--- src/rtl/cpu_pkg.sv ---
// Shared encodings for the hardwired control unit: opcodes, FSM states,
// IR field positions and the strobe bundle produced by the decoder.
package cpu_pkg;

  localparam int OPC_MSB = 31;
  localparam int OPC_LSB = 27;
  localparam int RA_LSB  = 23;
  localparam int RB_LSB  = 19;
  localparam int RC_LSB  = 15;

  localparam logic [4:0] OP_ADD  = 5'b00011;
  localparam logic [4:0] OP_SUB  = 5'b00100;
  localparam logic [4:0] OP_AND  = 5'b00101;
  localparam logic [4:0] OP_OR   = 5'b00110;
  localparam logic [4:0] OP_SHR  = 5'b00111;
  localparam logic [4:0] OP_SHRA = 5'b01000;
  localparam logic [4:0] OP_SHL  = 5'b01001;
  localparam logic [4:0] OP_ROR  = 5'b01010;
  localparam logic [4:0] OP_ROL  = 5'b01011;
  localparam logic [4:0] OP_ADDI = 5'b01100;
  localparam logic [4:0] OP_ANDI = 5'b01101;
  localparam logic [4:0] OP_ORI  = 5'b01110;
  localparam logic [4:0] OP_MUL  = 5'b01111;
  localparam logic [4:0] OP_DIV  = 5'b10000;
  localparam logic [4:0] OP_NEG  = 5'b10001;
  localparam logic [4:0] OP_NOT  = 5'b10010;
  localparam logic [4:0] OP_NOP  = 5'b11010;
  localparam logic [4:0] OP_HALT = 5'b11011;

  localparam logic [3:0] ST_RST  = 4'd0;
  localparam logic [3:0] ST_T0   = 4'd1;
  localparam logic [3:0] ST_T1   = 4'd2;
  localparam logic [3:0] ST_T2   = 4'd3;
  localparam logic [3:0] ST_T3   = 4'd4;
  localparam logic [3:0] ST_T4   = 4'd5;
  localparam logic [3:0] ST_T5   = 4'd6;
  localparam logic [3:0] ST_T6   = 4'd7;
  localparam logic [3:0] ST_HALT = 4'd8;

  typedef struct packed {
    logic gra, grb, grc, rin, rout;
    logic pcout, zhighout, zlowout, mdrout, hiout, loout, cout;
    logic pcin, marin, mdrin, irin, yin, zin, hiin, loin;
    logic incpc, read;
    logic [4:0] alu_op;
    logic run, illegal;
  } strobe_t;

  function automatic logic is_regreg(input logic [4:0] op);
    return (op >= OP_ADD) && (op <= OP_ROL);
  endfunction

  function automatic logic is_muldiv(input logic [4:0] op);
    return (op == OP_MUL) || (op == OP_DIV);
  endfunction

  function automatic logic is_imm(input logic [4:0] op);
    return (op >= OP_ADDI) && (op <= OP_ORI);
  endfunction

  function automatic logic is_unary(input logic [4:0] op);
    return (op == OP_NEG) || (op == OP_NOT);
  endfunction

  // Immediate forms reuse the ALU code of their register-register sibling.
  function automatic logic [4:0] imm_alu_op(input logic [4:0] op);
    case (op)
      OP_ADDI: return OP_ADD;
      OP_ANDI: return OP_AND;
      default: return OP_OR;
    endcase
  endfunction

endpackage

--- src/rtl/seq_decode.sv ---
// Combinational (state, opcode) -> strobe decode; also flags the final
// execute step of the current instruction so the top knows the boundary.
module seq_decode
  import cpu_pkg::*;
(
  input  logic [3:0] state,
  input  logic [4:0] opcode,
  output strobe_t    strb,
  output logic       last
);

  always_comb begin
    strb     = '0;
    strb.run = 1'b1;
    last     = 1'b0;
    case (state)
      ST_T0: begin
        strb.pcout = 1'b1; strb.marin = 1'b1; strb.incpc = 1'b1; strb.zin = 1'b1;
      end
      ST_T1: begin
        strb.zlowout = 1'b1; strb.pcin = 1'b1; strb.read = 1'b1; strb.mdrin = 1'b1;
      end
      ST_T2: begin
        strb.mdrout = 1'b1; strb.irin = 1'b1;
      end
      ST_T3: begin
        if (is_regreg(opcode) || is_muldiv(opcode) || is_imm(opcode)) begin
          strb.grb = 1'b1; strb.rout = 1'b1; strb.yin = 1'b1;
        end else if (is_unary(opcode)) begin
          strb.grc = 1'b1; strb.rout = 1'b1; strb.zin = 1'b1; strb.alu_op = opcode;
        end else if (opcode != OP_HALT) begin
          // nop and unlisted opcodes both end here; only the latter flags Illegal
          strb.illegal = (opcode != OP_NOP);
          last         = 1'b1;
        end
      end
      ST_T4: begin
        if (is_regreg(opcode) || is_muldiv(opcode)) begin
          strb.grc = 1'b1; strb.rout = 1'b1; strb.zin = 1'b1; strb.alu_op = opcode;
        end else if (is_imm(opcode)) begin
          strb.cout = 1'b1; strb.zin = 1'b1; strb.alu_op = imm_alu_op(opcode);
        end else begin
          strb.zlowout = 1'b1; strb.gra = 1'b1; strb.rin = 1'b1;
          last         = 1'b1;
        end
      end
      ST_T5: begin
        if (is_muldiv(opcode)) begin
          strb.zlowout = 1'b1; strb.loin = 1'b1;
        end else begin
          strb.zlowout = 1'b1; strb.gra = 1'b1; strb.rin = 1'b1;
          last         = 1'b1;
        end
      end
      ST_T6: begin
        strb.zhighout = 1'b1; strb.hiin = 1'b1;
        last          = 1'b1;
      end
      ST_HALT: strb.run = 1'b0;
      default: strb.run = 1'b1;
    endcase
  end

endmodule

--- src/rtl/alu_sequencer.sv ---
// Hardwired Moore control unit: state register, post-reset hold counter and
// Stop sampling at instruction boundaries; strobes come from seq_decode.
module alu_sequencer
  import cpu_pkg::*;
#(
  parameter int RESET_PC_HOLD = 1
) (
  input  logic        Clock,
  input  logic        Reset,
  input  logic        Stop,
  input  logic [31:0] IR,
  output logic        Gra,
  output logic        Grb,
  output logic        Grc,
  output logic        Rin,
  output logic        Rout,
  output logic        PCout,
  output logic        Zhighout,
  output logic        Zlowout,
  output logic        MDRout,
  output logic        HIout,
  output logic        LOout,
  output logic        Cout,
  output logic        PCin,
  output logic        MARin,
  output logic        MDRin,
  output logic        IRin,
  output logic        Yin,
  output logic        Zin,
  output logic        HIin,
  output logic        LOin,
  output logic        IncPC,
  output logic        Read,
  output logic [4:0]  ALU_op,
  output logic        Run,
  output logic        Illegal
);

  localparam logic [1:0] HOLD_LAST = 2'(RESET_PC_HOLD - 1);

  logic [3:0] state_q, state_d;
  logic [1:0] hold_q, hold_d;
  logic [4:0] opcode;
  logic       last;
  logic       unused_ir;
  strobe_t    strb;

  assign opcode    = IR[OPC_MSB:OPC_LSB];
  assign unused_ir = ^IR[OPC_LSB-1:0];

  seq_decode u_decode (
    .state  (state_q),
    .opcode (opcode),
    .strb   (strb),
    .last   (last)
  );

  always_comb begin
    state_d = state_q;
    hold_d  = hold_q;
    case (state_q)
      ST_RST: begin
        if (hold_q == HOLD_LAST) begin
          state_d = ST_T0;
          hold_d  = '0;
        end else begin
          hold_d = hold_q + 2'd1;
        end
      end
      ST_T0, ST_T1, ST_T2: state_d = state_q + 4'd1;
      ST_T3, ST_T4, ST_T5, ST_T6: begin
        if ((state_q == ST_T3) && (opcode == OP_HALT)) state_d = ST_HALT;
        else if (last) state_d = Stop ? ST_HALT : ST_T0;
        else state_d = state_q + 4'd1;
      end
      ST_HALT: state_d = ST_HALT;
      default: state_d = ST_RST;
    endcase
  end

  always_ff @(posedge Clock or posedge Reset) begin
    if (Reset) begin
      state_q <= ST_RST;
      hold_q  <= '0;
    end else begin
      state_q <= state_d;
      hold_q  <= hold_d;
    end
  end

  assign Gra      = strb.gra;
  assign Grb      = strb.grb;
  assign Grc      = strb.grc;
  assign Rin      = strb.rin;
  assign Rout     = strb.rout;
  assign PCout    = strb.pcout;
  assign Zhighout = strb.zhighout;
  assign Zlowout  = strb.zlowout;
  assign MDRout   = strb.mdrout;
  assign HIout    = strb.hiout;
  assign LOout    = strb.loout;
  assign Cout     = strb.cout;
  assign PCin     = strb.pcin;
  assign MARin    = strb.marin;
  assign MDRin    = strb.mdrin;
  assign IRin     = strb.irin;
  assign Yin      = strb.yin;
  assign Zin      = strb.zin;
  assign HIin     = strb.hiin;
  assign LOin     = strb.loin;
  assign IncPC    = strb.incpc;
  assign Read     = strb.read;
  assign ALU_op   = strb.alu_op;
  assign Run      = strb.run;
  assign Illegal  = strb.illegal;

  a_one_bus_driver: assert property (@(posedge Clock) disable iff (Reset)
    $onehot0({PCout, Zhighout, Zlowout, MDRout, HIout, LOout, Cout}));

endmodule

--- config.mk ---
export PLATFORM = sky130hd
export DESIGN_NAME = alu_sequencer
export DESIGN_NICKNAME = d
export VERILOG_FILES = /design/src/rtl/cpu_pkg.sv /design/src/rtl/seq_decode.sv /design/src/rtl/alu_sequencer.sv
export SDC_FILE = /design/constraint.sdc
export NUM_CORES = 1
export LEC_CHECK = 0
export BUFFER_PORTS_ARGS = -buffer_cell sky130_fd_sc_hd__buf_4
export CAP_MARGIN = 20
export CORE_UTILIZATION = 44
export DETAILED_ROUTE_END_ITERATION = 16
export PLACE_DENSITY = 0.95
export SLEW_MARGIN = 30
export SYNTH_ARGS = -nofsm -noshare
export SYNTH_HDL_FRONTEND = slang
export SYNTH_SLANG_ARGS = --single-unit
--- constraint.sdc ---
create_clock -name Clock -period 2.75 [get_ports Clock]
set_input_delay 0.275 -clock Clock [delete_from_list [all_inputs] [get_ports Clock]]
set_output_delay 0.275 -clock Clock [all_outputs]
set_load 0.01 [all_outputs]
==> run summary, run 1 <==
The flow ran to the end, and the final reports show no timing, DRC or antenna violations. The min-delay analysis places its worst path in the category primary input to flip-flop. The setup path with the least slack is of type flip-flop to primary output.

The power dissipated by switching net loads was 0.359 mW. The count of buffers added on input and output ports is 34. After routing the design area is 1120 sq um. Timing analysis after detailed placement gives a worst setup slack of 744 ps. Maximum ir drop on the vdd rail: 0.000373 V. For this run, asynchronously set or reset flops after synthesis account for 100%. All-layer global routing usage: 20.1%. After synthesis, the netlist uses 45 different library cells.

For the via count of the first global-routing pass, the log shows 798. The signal on the critical path passes through inv_1 -> ha_1 -> nand2_1 -> or3_1 -> nand2_1 -> o2bb2ai_1 -> buf_4. Leading cell type in the layout, fill and taps excluded: sky130_fd_sc_hd__buf_4. Number of buffers inserted for hold repair after clock tree synthesis: 1.

From synthesis to final layout, the design area changed by 21.9%. During synthesis, Yosys emitted a total of 0 warnings. The reg-to-reg critical path startpoint was state_q[0]$_DFFE_PP0P_. The detailed-route wire length was 2.10 mm. The final number of max-transition violations was 0; the setup slack of the critical path after layout was 464 ps.

Hold path startpoint: Stop. The number of fill cells was 191. Leaving out fill and tap cells, the most frequent cells in the layout are sky130_fd_sc_hd__buf_4, sky130_fd_sc_hd__nand2_1, sky130_fd_sc_hd__inv_1. CTS placed an instance of sky130_fd_sc_hd__clkbuf_4 at the clock tree root. Cell area after synthesis: 918 sq um. For this design the ratio of total power to cell area is 691 nW/um^2. The number of nets in the layout was 189.

The tools report the kind of end point of the critical path as a primary output. On the critical path the largest part of the delay comes from simple AND/OR/NAND/NOR gates. Across the run, the number of max-cap violations was 0. The net switching share of the total power was 46.4%; the synthesized area divided by synthesized cell count was 7.53 sq um.

After detailed routing, the number of vias per cell comes to 5.40. The total vias in the final route came out at 934. For the cell area after placement, the log shows 1090 sq um.

TritonCTS built the clock tree. The total CTS buffers is 3. The tools report the global-route wire length before repair as 3.29 mm. In this run the horizontal extent of the chip is 47.7 microns. The initial antenna violation count was 0.

The data arrival time of the critical path is 2010 ps. For this run, design rule violations remaining after detail routing come to 0. The total iterations of the first detailed-routing run is 4, and the full die area is 2270 sq um.

Sum of negative setup slack: 0 ps. In this run, post-CTS repair resized a total of 0 instances. Of the total power, registers draw 19.0%. Tracing the worst setup path back leads to its startpoint at state_q[0]$_DFFE_PP0P_.

Share of the cycle needed by the critical path after routing: 83.1%. The clock power share is 10.0%, and the die height is 47.7 microns. The top achievable clock speed was 437 MHz. After clock tree synthesis, the clock-pin slew on the worst setup and hold paths is 50 ps. The run gives 0.564 nW as the static power due to leakage.

The final critical delay including setup and external delays was 2290 ps; the antenna violation net count after detailed routing was 0. Summing all multi-input logic gate instances after layout gives 603 sq um. The number of H-tree branching levels was 1; the fraction of final layout cells sized beyond drive strength 1 was 33.6%. Slowest library cell on the worst path: sky130_fd_sc_hd__dfrtp_1. The average wire per standard cell came out at 12.2 microns. At the end of routability-driven placement, the weighted congestion stood at 0.872. Once the floorplan was initialized, standard cells occupied 46.8% of the core. Counting flops with a built-in enable in the synthesized netlist gives 0.

Cells fill 57.1% of the core in the end. After synthesis the netlist holds a flip-flop and latch count of 6. The combined flip-flop and latch cell area was 150 sq um. 64 I/O pins were placed.

In this design, the critical path's most frequently occurring cell is sky130_fd_sc_hd__nand2_1. For the post-synthesis cell count, the log shows 122. For the worst setup path, the data required time is 2480 ps. The number of hold violations in the final report was 0.

The final clock skew was 6.17 ps. Counting every sink on the clock net gives 6. The initialized floorplan defines 16 standard-cell rows. Setup repair after global routing left no endpoint under its margin. The total overflow left after global routing is 0. Internal power comes to 0.415 mW. The share of total power dissipated in combinational logic is 71.0%.

The first routing iteration left 22 violations. The HPWL after detailed placement is 1.72 mm. The sort of element at the start of the critical path was a flip-flop.

The number of setup buffers added after CTS is 0. The final setup violation count is 0, and the number of antenna repair diodes is 0. The share of the Yosys chip area taken by registers is 16.3%.

The maximum cell stage delay along the critical path works out to 450 ps. Entering global routing, the biggest net connects 13 pins. The top fanout value on the critical path is 7, and the clock latency reported for the late side of the worst-skew pair is 240 ps.

Primary flip-flop cell chosen by synthesis mapping: sky130_fd_sc_hd__dfrtp_1. Together, buffers and inverters on the worst path number 2. The core region is 1960 sq um.

For the slack of the worst reg-to-reg path, the log shows 780 ps. The clock passes through at most 2 buffers.
==> routing by layer <==
metal | up-vias | part of all wire (%) | routed length (microns) | track usage (%)
met3 | 4 | 5.5 | 116 | 2.26
met2 | 40 | 52 | 1080 | 35.9
met1 | 423 | 41 | 865 | 22.9
met5 | - | 0 | 0 | 0
met4 | 0 | 1.8 | 38 | 11.7
li1 | 467 | - | - | -
==> stage by stage <==
stage / hold WS (ps) / std cells / power [mW]
after floorplan: 66.0 / 123 / 0.547
after global placement: 202 / 169 / 0.671
after detailed placement: 215 / 169 / 0.694
after CTS: 373 / 173 / 0.778
after global routing: 382 / 173 / 0.853
final: 383 / 173 / 0.774
==> cell families (layout without fill, tap and decap cells) <==
logic type | count (synthesis) | after routing | synth area share [%]
AO/OA/AOI/OAI | 32 | 32 | 24.4
XOR/XNOR | 1 | 1 | 0.954
adder cells (fa/ha/maj) | 6 | 6 | 8.17
buffers and inverters | 26 | 49 | 18.4
flip-flops | 6 | 6 | 16.3
multiplexers | 1 | 1 | 1.09
other | 1 | 2 | 0.408
AND/OR/NAND/NOR | 49 | 49 | 30.2
==> flip-flops by register name, indices dropped and copies added (netlist names) <==
signal / flops
hold_q: 2
state_q: 4
==> worst min-delay path, stage by stage <==
cell,delay [ps]
sky130_fd_sc_hd__buf_4,120
sky130_fd_sc_hd__o41ai_2,50
sky130_fd_sc_hd__a31o_1,140
==> layout make-up <==
type,count,area share [%]
well taps,27,3.02
inverters,10,3.35
clock buffers,3,2.01
multi-input cells,91,53.9
repair buffers,36,24.4
flip-flops and latches,6,13.4
==> synth_stat cells (all sizes together) (2+ instances only) <==
cell | n | area [sq um]
nand4 | 2 | 12.5
a21oi | 6 | 30.0
nor2b | 4 | 25.0
a31oi | 2 | 12.5
or2 | 2 | 12.5
nor2 | 7 | 28.8
nand3 | 4 | 20.0
ha | 6 | 75.1
nor3 | 3 | 15.0
a22oi | 2 | 20.0
and2 | 6 | 40.0
o31ai | 2 | 15.0
buf | 15 | 128
nand2 | 12 | 45.0
and3 | 2 | 13.8
o21ai | 9 | 45.0
inv | 10 | 37.5
nand2b | 2 | 12.5
dfrtp | 6 | 150
==> final timing paths <==
kind | end | cells past startpoint
max | ALU_op[0] | 7
max reg2reg | state_q[0]$_DFFE_PP0P_ | 7
min reg2reg | hold_q[0]$_DFFE_PP0P_ | 2
min | state_q[0]$_DFFE_PP0P_ | 3
min in group asynchronous | state_q[2]$_DFFE_PP0P_ | 3
max in group asynchronous | state_q[3]$_DFFE_PP0P_ | 3
==> power groups by stage <==
stage | clock, mW | sequential [mW] | combinational [mW]
2_1_floorplan | 0 | 0.131 | 0.416
3_3_place_gp | 0 | 0.142 | 0.529
3_5_place_dp | 0 | 0.147 | 0.547
4_1_cts | 0.0823 | 0.146 | 0.550
5_1_grt | 0.0887 | 0.151 | 0.614
6_report | 0.0776 | 0.147 | 0.549
Note: power is estimated with default switching activity, not from simulation.
==> run 2, diff against run 1 <==
Settings changed: ABC_AREA from default to 1, CORE_UTILIZATION 44 to 37, PLACE_DENSITY 0.95 to 0.87.
Clock period 2.75 ns to 2.1 ns, I/O delays scaled along.
==> run summary, run 2 <==
The critical path depth in cells was 11 (+4). Net switching share of the total power: 48.8% (+2.4 points). Number of nets in the layout: 221 (+17%). The total vias in the final route is 970 (+3.9%). Kind of end point of the critical path: a primary output. The run gives 16.9% (+0.58 points) as the sequential cell area fraction in the yosys report.

Library cell with the highest instance count after synthesis: sky130_fd_sc_hd__nand2_1. TritonCTS built the clock tree. The antenna violation net count after detailed routing came out at 0 (unchanged). The number of hold violations in the final report is 0 (unchanged), and the sink count of the clock tree is 6 (unchanged). The top-area cell type share of the netlist area came out at 16.9% (+0.58 points).

The logs give 64 (unchanged) for the number of top-level pins and 1120 sq um (+3.1%) for the cell area after placement. The run gives 3 (unchanged) as the total CTS buffers. The multiplexer fraction of the synthesized cell area was 0% (-1.1 points). Top cell family by delay on the critical path: flip-flops.

The worst register-to-register path ends at state_q[3]$_DFFE_PP0P_. The die height came out at 51.0 microns (+6.9%). The number of enable-type register cells in the synthesized netlist is 0 (unchanged), and the number of input and output port buffers inserted is 34 (unchanged). The placed instance count was 199 (+18%); the clock latency reported for the late side of the worst-skew pair was 250 ps (about the same).

The largest registers in the layout are state_q x4, hold_q x2. The number of H-tree branching levels was 1 (unchanged); the power per cell area was 976 nW/um^2 (+41%). In this run the critical register-to-register path is launched from state_q[0]$_DFFE_PP0P_. The tools report the number of max-capacitance violations reported as 0 (unchanged). The final clock skew was 2.74 ps (-3.43 ps). The power dissipated by switching net loads was 0.565 mW (+57%); the global placement routability congestion was 0.854 (-2.0%).

For the global-route wire length before repair, the log shows 3.26 mm (-0.85%). In this run the clock root is driven by a sky130_fd_sc_hd__clkbuf_4. The number of antenna repair diodes came out at 0 (unchanged). The sort of element at the start of the critical path was a flip-flop. The post-synthesis cell count is 144 (+18%).

The run finished with clean final reports. Data arrival time of the critical path: 1750 ps (-260 ps). Data required time at the worst endpoint: 1890 ps (-590 ps).

Maximum ir drop on the vdd rail: 0.000626 V (+68%). Warning count from the yosys run: 0 (unchanged). For the number of distinct library cells after synthesis, the log shows 28 (-38%). In the layout the commonest cells are sky130_fd_sc_hd__buf_4, sky130_fd_sc_hd__nand2_1, sky130_fd_sc_hd__inv_1.

The slack of the worst reg-to-reg path was 370 ps (-410 ps); the post-synthesis share of cell area spent on and, or, nand and nor gates was 40.9% (+11 points). The tools report the initial cell density of the core as 39.7% (-7.1 points). For this design, the slowest cell found on the critical path is sky130_fd_sc_hd__dfrtp_2.

The maximum cell stage delay along the critical path came out at 420 ps (-30 ps). The share of flip-flops with an asynchronous set or reset was 100% (unchanged); the total congestion overflow after global routing was 0 (unchanged). For the cell internal power dissipation, the log shows 0.593 mW (+43%). Largest register by flop count: state_q. Cell area after synthesis: 887 sq um (-3.4%).

Cell count of the worst reg-to-reg path: 12 (+5). After synthesis, the largest family of logic cells by area is simple AND/OR/NAND/NOR gates. By area the synthesized netlist is led by sky130_fd_sc_hd__dfrtp_1, sky130_fd_sc_hd__nand2_1, sky130_fd_sc_hd__inv_1. Traced cell by cell, the critical path runs through inv_2 -> ha_2 -> inv_1 -> nor2_2 -> inv_2 -> nor2_1 -> inv_1 -> nand2_2 -> o221ai_1 -> nor2_1 -> buf_4. The run gives 287 ps (-457 ps) as the post-place setup slack. The tools report the design area as 1190 sq um (+6.0%). The biggest area consumer among synthesized cells was sky130_fd_sc_hd__dfrtp_1. Counting I/O delays and the setup requirement, the final critical path takes 1960 ps. The number of buffer and inverter instances along the worst setup path is 5 (+3), and the cell depth of the worst hold path is 6 (+3).

The number of remaining DRC errors was 0 (unchanged). The commonest cells after synthesis are sky130_fd_sc_hd__nand2_1, sky130_fd_sc_hd__inv_1, sky130_fd_sc_hd__nor2_1, sky130_fd_sc_hd__buf_4, sky130_fd_sc_hd__o21ai_0. The hold path startpoint is Stop. The number of placement rows was 17 (+1). The post-synthesis share of cell area spent on full adders, half adders and majority gates works out to 8.46% (+0.29 points).

The synthesized area divided by synthesized cell count was 6.16 sq um (-18%); the final setup violation count was 0 (unchanged). The share of power burned in combinational logic is 74.4% (+3.4 points). The run gives 2.16 mm (+2.6%) as the detailed-route wire length.

The worst hold path terminates at state_q[0]$_DFFE_PP0P_. The clock power share is 9.5% (-0.5 points), and the static power due to leakage is 0.662 nW (+17%). The tools report the total iterations of the first detailed-routing run as 4 (unchanged).

The tools report the full die area as 2600 sq um (+14%). By startpoint and endpoint, the worst setup path is classified as flip-flop to primary output. The layout overhead on the synthesized area is 33.9%. The complex-gate fraction of the synthesized area is 11.6% (-13 points), and the number of storage elements in the synthesis netlist is 6 (unchanged). The fraction of final layout cells sized beyond drive strength 1 is 39.3% (+5.8 points), and the count of routing violations after the opening detailed-route iteration is 13 (-41%).

The leading cell type in the layout, fill and taps excluded was sky130_fd_sc_hd__buf_4. The largest net degree at the start of global routing is 7 (-6). The relative contribution of sequential cells to total power came out at 16.1% (-2.9 points). The average wire per standard cell works out to 10.5 microns (-14%). Setup repair after global routing could not meet its margin everywhere. The xor and xnor area share after synthesis was 0.987% (+0.034 points). The logs give 16.3% (-3.9 points) for the all-layer global routing usage and 206 (+19%) for the non-filler instance count after layout. The run gives 53.2% (-3.9 points) as the final cell utilization of the core. The overall power is 1.16 mW (+50%), and the top fanout value on the critical path is 4 (-3). The horizontal die dimension is 51.0 microns (+6.9%), and the post-CTS clock slew at the launch and capture registers of the worst setup and hold paths is 50 ps (about the same). The average vias per placed instance is 4.71 (-13%).

The worst hold path belongs to the class primary input to flip-flop. The run gives 1.74 mm (+1.4%) as the half-perimeter wire length after placement. The initial antenna violation count was 0 (unchanged).

The total core area is 2230 sq um (+14%). The share of the cycle needed by the critical path after routing is 93.1%, and the top achievable clock speed is 511 MHz. For the final number of max-transition violations, the log shows 0 (unchanged). The primary flip-flop cell chosen by synthesis mapping is sky130_fd_sc_hd__dfrtp_1. For the via count of the first global-routing pass, the log shows 810 (+1.5%). The setup slack of the critical path after layout is 145 ps (-319 ps).

For the maximum root-to-sink buffer count, the log shows 2 (unchanged). The flip-flop count of the largest register, all copies and words added is 4 (unchanged).
## run 2: cell types whose count changed after synthesis, sizes merged, moves of 2 or more
cell    delta
a22oi      -2
and2       -6
buf        -5
inv       +18
nand2     +20
nand2b     -2
nand3      +4
nor2      +21
nor2b      -4
nor3       -3
## run 2: how the worst max path moves through the flow
stage,startpoint,to,slack [ps]
3_3_place_gp,state_q[0]$_DFFE_PP0P_,Zin,270
3_5_place_dp,state_q[0]$_DFFE_PP0P_,Zin,290
6_report,state_q[0]$_DFFE_PP0P_,ALU_op[1],140
5_1_grt,state_q[0]$_DFFE_PP0P_,ALU_op[2],-10
2_1_floorplan,state_q[1]$_DFFE_PP0P_,ALU_op[1],410
4_1_cts,state_q[0]$_DFFE_PP0P_,Zin,10
## run 2: routing by layer
metal | part of all wire [%] | vias up | track usage (%)
met3 | 5.6 | 0 | 1.79
met4 | 0 | 0 | 4.17
met5 | 0 | - | 0
met1 | 44 | 435 | 20.1
li1 | - | 502 | -
met2 | 50 | 33 | 29.4
## run 2: power groups by stage
stage / combinational [mW] / clock, mW / sequential, mW
3_5_place_dp: 0.785 / 0 / 0.190
6_report: 0.862 / 0.110 / 0.187
4_1_cts: 0.788 / 0.109 / 0.189
5_1_grt: 0.952 / 0.117 / 0.190
2_1_floorplan: 0.553 / 0 / 0.181
3_3_place_gp: 0.772 / 0 / 0.190
## run 2: final cells by class
cell class	instances	area, sq um
Fill cell	216	1050
Clock buffer	3	22.5
Multi-Input combinational cell	100	567
Tap cell	28	35.0
Sequential cell	6	151
Inverter	29	109
Timing Repair Buffer	40	303
## run 2: cell families after synthesis
kind of cell | count (synthesis)
other | 1
buffers and inverters | 39
adders and majority gates | 6
xor gates and xnor gates | 1
DFF | 6
and+or+nand+nor | 73
AOI/OAI and AO/OA | 18
## run 2: worst reg2reg max path, cell delays in order, from the launching register on
cell and delay, ps:
sky130_fd_sc_hd__dfrtp_2 420, sky130_fd_sc_hd__buf_4 150, sky130_fd_sc_hd__ha_1 180, sky130_fd_sc_hd__inv_1 80, sky130_fd_sc_hd__nor2_1 80, sky130_fd_sc_hd__inv_1 100
sky130_fd_sc_hd__nand2_1 60, sky130_fd_sc_hd__clkinv_1 50, sky130_fd_sc_hd__nand3_1 90, sky130_fd_sc_hd__nand2_1 90, sky130_fd_sc_hd__o21ai_0 80, sky130_fd_sc_hd__o21ai_1 160
sky130_fd_sc_hd__nand2_1 70
## run 2: stage by stage
stage	hold slack, ps	TNS (ps)
3_5_place_dp	151	0
6_report	336	0
2_1_floorplan	0.959	0
4_1_cts	343	0
5_1_grt	381	-13.0
3_3_place_gp	132	0
## run 2: what timing repair did
item / 4_1_cts / 5_1_grt
setup endpoints to repair: 0 / 5
hold buffers: 1 / 0
gates resized for setup: 0 / 8
buffers inserted: 0 / 3
endpoints found under the hold margin: 6 / 0
==> run 3, diff against run 2 <==
Settings changed: CORE_UTILIZATION 37 to 44, MAX_ROUTING_LAYER from default to met4, PLACE_DENSITY 0.87 to 0.95.
Clock period 2.1 ns to 2.5 ns, I/O delays scaled along.
==> run summary, run 3 (synthesis gave the netlist of run 2 again) <==
The top fanout value on the critical path is 6 (+2). The run gives 2 (unchanged) as the maximum root-to-sink buffer count. The total vias in the final route is 943 (-2.8%), and the global-route wire length before repair is 3.28 mm (+0.64%). The number of max-capacitance violations reported came out at 0 (unchanged). The final clock skew was 0.248 ps (-2.49 ps); the sink count of the clock tree was 6 (unchanged). The net switching share of the total power came out at 48.9% (+0.14 points).

The critical path is of the flip-flop to primary output type. Endpoint with the worst hold slack: state_q[3]$_DFFE_PP0P_. Half-perimeter wire length after placement: 1.66 mm (-4.6%). The number of input and output port buffers inserted was 34 (unchanged); the initial cell density of the core was 49.2% (+9.5 points).

The number of hold violations in the final report is 0 (unchanged). Slowest library cell on the worst path: sky130_fd_sc_hd__dfrtp_1. The relative contribution of sequential cells to total power was 18.0% (+1.9 points). The final setup violation count is 0 (unchanged). The all-layer global routing usage was 20.7% (+4.4 points); the horizontal die dimension was 46.9 microns (-8.0%). The logs give 827 (+2.1%) for the via count of the first global-routing pass and 1 (unchanged) for the number of H-tree branching levels.

The critical path goes through inv_1 -> ha_1 -> inv_1 -> nor2_1 -> inv_1 -> nor2_1 -> inv_1 -> nand2_1 -> o221ai_1 -> nor2_1 -> buf_4. The data required time at the worst endpoint was 2250 ps (+360 ps); the number of remaining DRC errors was 0 (unchanged). The library cell used most frequently in the layout, excluding fill and tap cells, is sky130_fd_sc_hd__buf_4.

In this run the clock root is driven by a sky130_fd_sc_hd__clkbuf_4. The number of antenna repair diodes is 0 (unchanged), and the share of power burned in combinational logic is 72.3% (-2.1 points). The post-place setup slack is 538 ps (+251 ps), and the number of buffers inserted for hold repair after clock tree synthesis is 1 (unchanged).

The largest registers in the layout are state_q x4, hold_q x2. Cell depth of the worst hold path: 5 (-1). The slack of the worst reg-to-reg path came out at 720 ps (+350 ps). The antenna violation net count after detailed routing is 0 (unchanged), and the layout overhead on the synthesized area is 27.9%. Static power due to leakage: 0.642 nW (-3.0%). The run gives 1800 sq um (-19%) as the total core area. The hold path startpoint was Stop. The share of the cycle needed by the critical path after routing is 88.7%, and the power per cell area is 777 nW/um^2 (-20%). The setup slack of the critical path after layout is 284 ps (+139 ps), and the average vias per placed instance is 4.76 (+1.1%).

Setup repair after global routing left no endpoint under its margin. The tools report the power dissipated by switching net loads as 0.431 mW (-24%). The number of fill cells was 171 (-21%); the top achievable clock speed was 451 MHz. The sum of negative setup slack was 0 ps (unchanged). The final number of max-transition violations is 0 (unchanged).

Reg-to-reg critical path startpoint: state_q[0]$_DFFE_PP0P_. The cell count of the worst reg-to-reg path was 11 (-1); the cell area after placement was 1100 sq um (-1.7%). Flip-flop count of the largest register, all copies and words added: 4 (unchanged).

The average wire per standard cell works out to 9.60 microns (-8.4%). The number of top-level pins was 64 (unchanged); the full die area was 2200 sq um (-15%). The total congestion overflow after global routing was 0 (unchanged).

TritonCTS built the clock tree. The detailed-route wire length is 1.90 mm (-12%), and the fraction of final layout cells sized beyond drive strength 1 is 32.9% (-6.4 points). The run gives 15 (-2) as the number of placement rows.

Critical register-to-register path endpoint: state_q[1]$_DFFE_PP0P_. The run finished with clean final reports. In the layout the commonest cells are sky130_fd_sc_hd__buf_4, sky130_fd_sc_hd__nand2_1, sky130_fd_sc_hd__inv_1. The count of routing violations after the opening detailed-route iteration is 23 (+10). state_q holds more flip-flops than any other register. The total of cells resized after clock tree synthesis is 0 (unchanged). The clock latency reported for the late side of the worst-skew pair is 230 ps (-20 ps), and the post-CTS clock slew at the launch and capture registers of the worst setup and hold paths is 40 ps (about the same). The class of the tightest hold or removal check was primary input to flip-flop. The run gives 0.450 mW (-24%) as the cell internal power dissipation.

The total CTS buffers came out at 3 (unchanged). For the number of buffers added for setup after CTS, the log shows 0 (unchanged). The sort of element at the start of the critical path was a flip-flop.

Among the stages of the critical path, the cell type that occurs most often is sky130_fd_sc_hd__inv_1. The die height works out to 46.9 microns (-8.0%). Number of nets in the layout: 216 (-2.3%). The clock period could shrink to 2220 ps. The run gives 63.0% (+9.8 points) as the final cell utilization of the core.

Maximum ir drop on the vdd rail: 0.000405 V (-35%). The total iterations of the first detailed-routing run came out at 4 (unchanged). The initial antenna violation count is 0 (unchanged), and the largest net degree at the start of global routing is 7 (unchanged).

The maximum cell stage delay along the critical path was 430 ps (about the same). Global placement routability congestion: 0.916 (+7.2%). The design area was 1130 sq um (-4.4%); the clock power share was 9.6% (about the same).

STA classifies the critical path endpoint as a primary output. The tools report the data arrival time of the critical path as 1970 ps (+220 ps).
run 3: power groups by stage:
stage | sequential, mW | combinational (mW) | clock [mW]
after CTS | 0.158 | 0.642 | 0.0897
after global routing | 0.164 | 0.727 | 0.0971
after detailed placement | 0.160 | 0.638 | 0
final | 0.159 | 0.638 | 0.0849
after global placement | 0.157 | 0.624 | 0
after floorplan | 0.152 | 0.465 | 0
run 3: worst max-delay path: cells and delay by family (launching register included):
| family | cells | cell delay, ps |
|---|---|---|
| AO/OA/AOI/OAI | 1 | 110 |
| adder cells (fa/ha/maj) | 1 | 180 |
| buffers and inverters | 5 | 480 |
| flip-flops | 1 | 430 |
| AND/OR/NAND/NOR | 4 | 530 |
run 3: layout make-up:
cell class              count  area [sq um]  share of cell area, %
multi-input cells         100           557                   49.1
repair buffers             35           265                   23.4
flip-flops and latches      6           150                   13.2
inverters                  29           109                   9.59
well taps                  25          31.3                   2.76
clock buffers               3          22.5                   1.98
run 3: routing by layer:
layer	track usage, %	up-vias	wire length, microns
met3	2.31	0	140
met5	-	-	0
li1	-	490	-
met1	26.4	412	859
met2	35.3	41	900
met4	4.00	0	0
run 3: how the worst max path moves through the flow:
| stage | endpoint | startpoint |
|---|---|---|
| floorplan | ALU_op[1] | state_q[1]$_DFFE_PP0P_ |
| global route | ALU_op[1] | state_q[0]$_DFFE_PP0P_ |
| global placement | ALU_op[1] | state_q[0]$_DFFE_PP0P_ |
| CTS | ALU_op[1] | state_q[0]$_DFFE_PP0P_ |
| detailed placement | ALU_op[1] | state_q[0]$_DFFE_PP0P_ |
| finish | ALU_op[1] | state_q[0]$_DFFE_PP0P_ |
run 3: stage by stage:
| step | hold slack, ps | cells | total power, mW |
|---|---|---|---|
| after global routing | 399 | 198 | 0.988 |
| after detailed placement | 185 | 194 | 0.798 |
| final | 387 | 198 | 0.882 |
| after global placement | 175 | 194 | 0.782 |
| after CTS | 377 | 198 | 0.890 |
| after floorplan | 41.0 | 145 | 0.616 |
